### src/rtl/lampFPU_pkg.sv
// lampFPU_pkg: shared bfloat16 field widths, the qNaN constant, the operand classifier and the log arbiter state type.
// Imported by lamp_log_arbiter and by anything that talks to it.
package lampFPU_pkg;
  localparam int LAMP_FLOAT_S_DW = 1;
  localparam int LAMP_FLOAT_E_DW = 8;
  localparam int LAMP_FLOAT_F_DW = 7;
  localparam int LAMP_FLOAT_DW   = LAMP_FLOAT_S_DW + LAMP_FLOAT_E_DW + LAMP_FLOAT_F_DW;
  localparam logic [LAMP_FLOAT_DW-1:0] LAMP_FLOAT_QNAN = 16'h7FC0;
  typedef enum logic [1:0] {IDLE, BUSY, RESP} lampLogArbState_t;
  typedef struct packed {
    logic isZ;
    logic isInf;
    logic isSNAN;
    logic isQNAN;
    logic isDN;
  } lampOpClass_t;
  // Classify a bfloat16 operand from its exponent and fraction; the sign never affects the class.
  function automatic lampOpClass_t FUNC_checkOperand(
    input logic [LAMP_FLOAT_E_DW-1:0] e,
    input logic [LAMP_FLOAT_F_DW-1:0] f
  );
    logic e_zero, e_ones, f_zero;
    e_zero = ~|e;
    e_ones = &e;
    f_zero = ~|f;
    return '{isZ:    e_zero & f_zero,
             isInf:  e_ones & f_zero,
             isSNAN: e_ones & ~f_zero & ~f[LAMP_FLOAT_F_DW-1],
             isQNAN: e_ones & f[LAMP_FLOAT_F_DW-1],
             isDN:   e_zero & ~f_zero};
  endfunction
endpackage

### src/rtl/lamp_rr_picker.sv
// lamp_rr_picker: combinational round-robin picker; the first request at or above ptr (wrapping) wins.
// Ports: req (request vector), ptr (highest-priority index), grant (one-hot, zero when no request), grant_id (index of grant).
module lamp_rr_picker #(
  parameter int N = 2,
  parameter int W = 1
) (
  input  logic [N-1:0] req,
  input  logic [W-1:0] ptr,
  output logic [N-1:0] grant,
  output logic [W-1:0] grant_id
);
  logic [W-1:0] w_idx;
  // Walk from the farthest candidate back to ptr so the nearest valid request overwrites the rest.
  always_comb begin
    grant = '0;
    grant_id = '0;
    w_idx = '0;
    for (int k = N - 1; k >= 0; k--) begin
      w_idx = W'((int'(ptr) + k) % N);
      if (req[w_idx]) begin
        grant = '0;
        grant[w_idx] = 1'b1;
        grant_id = w_idx;
      end
    end
  end
endmodule

### src/rtl/lamp_log_arbiter.sv
// lamp_log_arbiter: round-robin arbiter/sequencer sharing one lampFPU_log among NUM_REQ requesters.
// Requests: req_valid_i/req_op_i in, req_ready_o one-hot accept (IDLE only).
// Log unit: doLog_o, registered operand fields and class flags out; result fields and status in.
// Response: rsp_valid_o/rsp_ready_i handshake with rsp_id_o, rsp_res_o, rsp_ovf_o/unf/rnd and rsp_timeout_o.
// Optional watchdog: define LAMP_LOG_ARB_TIMEOUT_EN to substitute a qNaN after TIMEOUT_CYC BUSY cycles.
// rst is asynchronous and active-low.
module lamp_log_arbiter
  import lampFPU_pkg::*;
#(
  parameter int NUM_REQ     = 2,
  parameter int ID_W        = (NUM_REQ > 2) ? $clog2(NUM_REQ) : 1,
  parameter int TIMEOUT_CYC = 64
) (
  input  logic                                   clk,
  input  logic                                   rst,
  input  logic [NUM_REQ-1:0]                     req_valid_i,
  input  logic [NUM_REQ-1:0][LAMP_FLOAT_DW-1:0]  req_op_i,
  output logic [NUM_REQ-1:0]                     req_ready_o,
  output logic                                   doLog_o,
  output logic                                   s_op_o,
  output logic [LAMP_FLOAT_E_DW-1:0]             e_op_o,
  output logic [LAMP_FLOAT_F_DW-1:0]             f_op_o,
  output logic                                   isZ_op_o,
  output logic                                   isInf_op_o,
  output logic                                   isSNAN_op_o,
  output logic                                   isQNAN_op_o,
  output logic                                   isDN_op_o,
  input  logic                                   s_res_i,
  input  logic [LAMP_FLOAT_E_DW-1:0]             e_res_i,
  input  logic [LAMP_FLOAT_F_DW-1:0]             f_res_i,
  input  logic                                   valid_i,
  input  logic                                   isOverflow_i,
  input  logic                                   isUnderflow_i,
  input  logic                                   isToRound_i,
  output logic                                   rsp_valid_o,
  input  logic                                   rsp_ready_i,
  output logic [ID_W-1:0]                        rsp_id_o,
  output logic [LAMP_FLOAT_DW-1:0]               rsp_res_o,
  output logic                                   rsp_ovf_o,
  output logic                                   rsp_unf_o,
  output logic                                   rsp_rnd_o,
  output logic                                   rsp_timeout_o
);
  if (NUM_REQ < 2 || NUM_REQ > 8 || TIMEOUT_CYC < 1) begin : g_bad_param
    $error("lamp_log_arbiter: NUM_REQ must be 2..8 and TIMEOUT_CYC at least 1");
  end
  lampLogArbState_t         r_state;
  logic [ID_W-1:0]          r_ptr;
  logic [ID_W-1:0]          r_id;
  logic [LAMP_FLOAT_DW-1:0] r_op;
  lampOpClass_t             r_cls;
  logic [LAMP_FLOAT_DW-1:0] r_res;
  logic [2:0]               r_sts;
  logic [NUM_REQ-1:0]       w_grant;
  logic [ID_W-1:0]          w_grant_id;
  logic [LAMP_FLOAT_DW-1:0] w_op;
  lampOpClass_t             w_cls;
`ifdef LAMP_LOG_ARB_TIMEOUT_EN
  localparam int CNT_W = $clog2(TIMEOUT_CYC + 1);
  logic [CNT_W-1:0] r_cnt;
  logic             r_to;
  assign rsp_timeout_o = r_to;
`else
  assign rsp_timeout_o = 1'b0;
`endif
  lamp_rr_picker #(.N(NUM_REQ), .W(ID_W)) u_picker (
    .req      (req_valid_i),
    .ptr      (r_ptr),
    .grant    (w_grant),
    .grant_id (w_grant_id)
  );
  assign w_op        = req_op_i[w_grant_id];
  assign w_cls       = FUNC_checkOperand(w_op[LAMP_FLOAT_DW-2 -: LAMP_FLOAT_E_DW], w_op[LAMP_FLOAT_F_DW-1:0]);
  assign req_ready_o = (r_state == IDLE) ? w_grant : '0;
  assign {s_op_o, e_op_o, f_op_o} = r_op;
  assign {isZ_op_o, isInf_op_o, isSNAN_op_o, isQNAN_op_o, isDN_op_o} = r_cls;
  assign rsp_id_o  = r_id;
  assign rsp_res_o = r_res;
  assign {rsp_ovf_o, rsp_unf_o, rsp_rnd_o} = r_sts;
  always_ff @(posedge clk or negedge rst) begin
    if (!rst) begin
      r_state     <= IDLE;
      r_ptr       <= '0;
      r_id        <= '0;
      r_op        <= '0;
      r_cls       <= '0;
      r_res       <= '0;
      r_sts       <= '0;
      doLog_o     <= 1'b0;
      rsp_valid_o <= 1'b0;
`ifdef LAMP_LOG_ARB_TIMEOUT_EN
      r_cnt       <= '0;
      r_to        <= 1'b0;
`endif
    end else begin
      case (r_state)
        IDLE: if (|w_grant) begin
          r_state <= BUSY;
          doLog_o <= 1'b1;
          r_id    <= w_grant_id;
          r_op    <= w_op;
          r_cls   <= w_cls;
`ifdef LAMP_LOG_ARB_TIMEOUT_EN
          r_cnt   <= '0;
`endif
        end
        BUSY: begin
          if (valid_i) begin
            r_state     <= RESP;
            doLog_o     <= 1'b0;
            rsp_valid_o <= 1'b1;
            r_res       <= {s_res_i, e_res_i, f_res_i};
            r_sts       <= {isOverflow_i, isUnderflow_i, isToRound_i};
`ifdef LAMP_LOG_ARB_TIMEOUT_EN
            r_to        <= 1'b0;
          end else if (r_cnt == CNT_W'(TIMEOUT_CYC - 1)) begin
            r_state     <= RESP;
            doLog_o     <= 1'b0;
            rsp_valid_o <= 1'b1;
            r_res       <= LAMP_FLOAT_QNAN;
            r_sts       <= '0;
            r_to        <= 1'b1;
          end else begin
            r_cnt       <= r_cnt + 1'b1;
`endif
          end
        end
        RESP: if (rsp_ready_i) begin
          r_state     <= IDLE;
          rsp_valid_o <= 1'b0;
          r_ptr       <= (r_id == ID_W'(NUM_REQ - 1)) ? '0 : r_id + 1'b1;
        end
        default: r_state <= IDLE;
      endcase
    end
  end
endmodule

### config.mk
export PLATFORM = sky130hd
export DESIGN_NAME = lamp_log_arbiter
export DESIGN_NICKNAME = d
export VERILOG_FILES = /design/src/rtl/lampFPU_pkg.sv /design/src/rtl/lamp_rr_picker.sv /design/src/rtl/lamp_log_arbiter.sv
export SDC_FILE = /design/constraint.sdc
export NUM_CORES = 1
export LEC_CHECK = 0
export ABC_AREA = 1
export CORE_ASPECT_RATIO = 1.25
export CORE_MARGIN = 3
export CORE_UTILIZATION = 38
export DETAILED_ROUTE_END_ITERATION = 10
export PLACE_DENSITY = 0.77
export SYNTH_ARGS = -nofsm -noshare
export SYNTH_HDL_FRONTEND = slang
export SYNTH_SLANG_ARGS = --single-unit
### constraint.sdc
create_clock -name clk -period 1.3 [get_ports clk]
set_input_delay 0.13 -clock clk [delete_from_list [all_inputs] [get_ports clk]]
set_output_delay 0.13 -clock clk [all_outputs]
set_load 0.02 [all_outputs]
==> flow_summary.yaml <==
run_status:
  outcome: "complete, but fails checks"
  violations: "setup timing"
critical_path:
  crit_chain: "clkdlybuf4s50_1 > inv_1 > nand2_2 > buf_12 > nand3b_1 > nand2_2 > nand2_2 > nor2_4 > nand3_2 > o21ai_1"
  crit_top_cell: "nand2_2"
  rr_worst_depth: 9
  cp_data_arrival_time_ns: 1.68
  critPathTopFamily: "buffers and inverters"
  critical_path_class: "in -> reg"
  worst_path_max_delay_cell: "clkdlybuf4s50_1"
  crit_path_start_kind: "input pin"
  critical_path.n_buffers_inverters: 3
  max_stage_delay_ns: 0.48
  path_max_fanout: 23
  required_ns: 1.52
  crit_cells: 10
  end_kind: "flip-flop"
detailed_routing:
  drtIter0Drc: 77
  routedWlPerCell_um: 14.1
  first_pass_iters: 7
  dr_wl_met3_um: 442
  via_count: 2462
  ant_nets: 0
  viasPerCell: 4.87
  met2WireLength_um: 3730
  highest_layer: "met4"
  routed_wirelength_um: 7130
  wl_met1_um: 2820
  route.detailed.drc: 0
logic_synthesis:
  ys_ff_latch: 46
  synthesis.nets: 367
  syn_area_um2: 2270
  synth_cell_types: 20
  syn_area_per_cell_um2: 7.33
  yosysWarningCount: 0
  synth-seq-area-share_pct: 50.6
  syn_inst: 310
place:
  dpl.cell_count: 487
  hpwl_um: 5040
  numPortBuffers: 101
  gp_congestion: 0.883
  place_ws_ns: -0.496
clock_network:
  root_buffer: "clkbuf_8"
  clk_pin_slew_ns: 0.08
  cts_buffers: 5
  clock_sinks: 46
  htree_levels: 2
  clockBufferDepth: 2
  clkLatencyLatePin_ns: 0.30
  cts_tree: "built"
power:
  finalPower_mw: 7.55
  ir_worst_vdd_mv: 0.627
  p_per_area_nw_per_um2: 1930
  power_leakage_nw: 2.06
timing:
  finalClockSkew_ns: 0.00543
  hold_viol: 0
  min_period_ns: 1.46
  fmax_ghz: 0.687
  fin_crit_sh_pct: 112
  finalSetupViolCount: 8
  tns_ns: -0.928
  hold_ws_ns: 0.227
  final_max_slew_viol_count: 0
  rsz0062_at_grt: "yes"
  worst_slack_ns: -0.156
finish:
  num_antenna_cells: 0
  nets: 498
  drive_gt1_share_pct: 22.4
  area_delta_synth_final_pct: 72.5
  layoutNonFillerInstCount: 506
grt:
  grt_pass1_wl_um: 10500
  grt_max_degree: 35
  grt_usage_pct: 19.5
  gr-total-overflow: 0
  antenna_found_initial: 0
  grt_pass1_vias: 2313
floorplanning:
  dieArea_um2: 6950
  rows: 30
  die_x_um: 75.2
  die_y_um: 92.5
  initial_utilization_pct: 40.6
  design.core.area_um2: 5590
  ios: 103
worst_hold_path:
  hold_class: "in -> async"
run:
  max_cap_viol_count: 0
-- area by class of cell --
cell class / instances / area [um2]
clock buffer: 7 / 86.3
clock inverter: 1 / 5.00
fill: 439 / 1670
inverter: 24 / 92.6
multi-input combinational: 226 / 1130
sequential: 46 / 1150
tap: 64 / 80.1
timing repair buffer: 138 / 1370
-- cells in the mapped netlist --
cell / number / area [um2]
a21oi_1: 2 / 10.0
a31oi_1: 1 / 6.26
and3_1: 1 / 6.26
buf_1: 1 / 3.75
buf_2: 7 / 35.0
buf_4: 2 / 15.0
buf_6: 1 / 11.3
clkbuf_1: 3 / 11.3
clkinv_1: 1 / 3.75
conb_1: 1 / 3.75
dfrtp_1: 46 / 1150
inv_1: 23 / 86.3
nand2_1: 151 / 567
nand2_2: 3 / 18.8
nand3_1: 16 / 80.1
nand3b_1: 12 / 90.1
nor2_1: 19 / 71.3
o21ai_0: 16 / 80.1
o21ai_1: 3 / 15.0
o31ai_1: 1 / 7.51
-- registers in the layout, indices dropped and copies added (netlist names) --
register and cells:
r_op 16, rsp_res_o 16, r_sts 3, r_state 2
doLog_o 1, isDN_op_o 1, isInf_op_o 1, isQNAN_op_o 1
isSNAN_op_o 1, isZ_op_o 1, r_ptr 1, rsp_id_o 1
rsp_valid_o 1
-- worst reg2reg max path, delay by kind of cell (launching register included) --
kind / cells / cell delay [ns]
AOI/OAI and AO/OA: 1 / 0.16
DFF: 1 / 0.41
buffers and inverters: 1 / 0.13
and+or+nand+nor: 7 / 0.67
-- final timing paths --
kind	from	endpoint	slack, ns
max	req_valid_i[0]	isZ_op_o	-0.16
min reg2reg	doLog_o	doLog_o	0.48
min in group clk	e_res_i[4]	rsp_res_o[11]	0.37
min	rst	rsp_res_o[0]	0.23
max in group asynchronous	rst	rsp_res_o[12]	0.63
max reg2reg	r_ptr	isZ_op_o	-0.14
-- cell usage in the layout (no fill, tap or decap), types with 2 or more instances in the layout --
cell type        instances
buf_6                    4
nor2_4                   3
clkdlybuf4s50_1         54
clkbuf_8                 6
dfrtp_1                 46
nand2_4                  4
nand3_1                 14
nand2_2                 28
o21ai_1                 10
inv_2                    2
nor2_2                   6
inv_1                   20
dlygate4sd2_1           44
o21ai_2                  6
o21ai_0                  3
buf_12                   6
a21oi_1                  2
nand3b_1                12
nand2_1                121
nand3_2                  2
buf_4                   25
clkbuf_16                2
nor2_1                  10
-- per-layer routing --
metal	track usage (%)	vias up
li1	-	1216
met1	21.4	1144
met2	36.1	92
met3	3.80	10
met4	6.71	0
met5	0	-
-- repair_timing --
item | 4_1_cts | 5_1_grt
gates resized for setup | 81 | 56
buffers inserted | 1 | 6
pin swaps | 5 | 30
gates cloned | 2 | 2
endpoints found under the setup margin | 56 | 22
hold buffers | 1 | 0
hold endpoints to repair | 46 | 0
-- kinds of logic (layout without fill, tap and decap cells) --
group | Yosys count | count (layout) | share of synthesized area, %
AOI/OAI and AO/OA | 23 | 23 | 5.23
buffers and inverters | 38 | 170 | 7.32
DFF | 46 | 46 | 50.6
other | 1 | 1 | 0.165
and+or+nand+nor | 202 | 202 | 36.7
-- power breakdown --
| group | switching, mW | internal [mW] |
|---|---|---|
| Clock | 0.451 | 0.429 |
| Sequential | 0.351 | 2.05 |
| Combinational | 2.43 | 1.84 |
| Total | 3.23 | 4.32 |
-- per-stage QoR --
| step | instance area [um2] | util, % |
|---|---|---|
| after detailed placement | 3530 | 63.2 |
| after global placement | 3530 | 63.2 |
| after CTS | 3710 | 66.4 |
| final | 3920 | 70.1 |
| after floorplan | 2270 | - |
| after global routing | 3920 | 70.1 |
No activity file was read; power rests on OpenSTA's default activity.
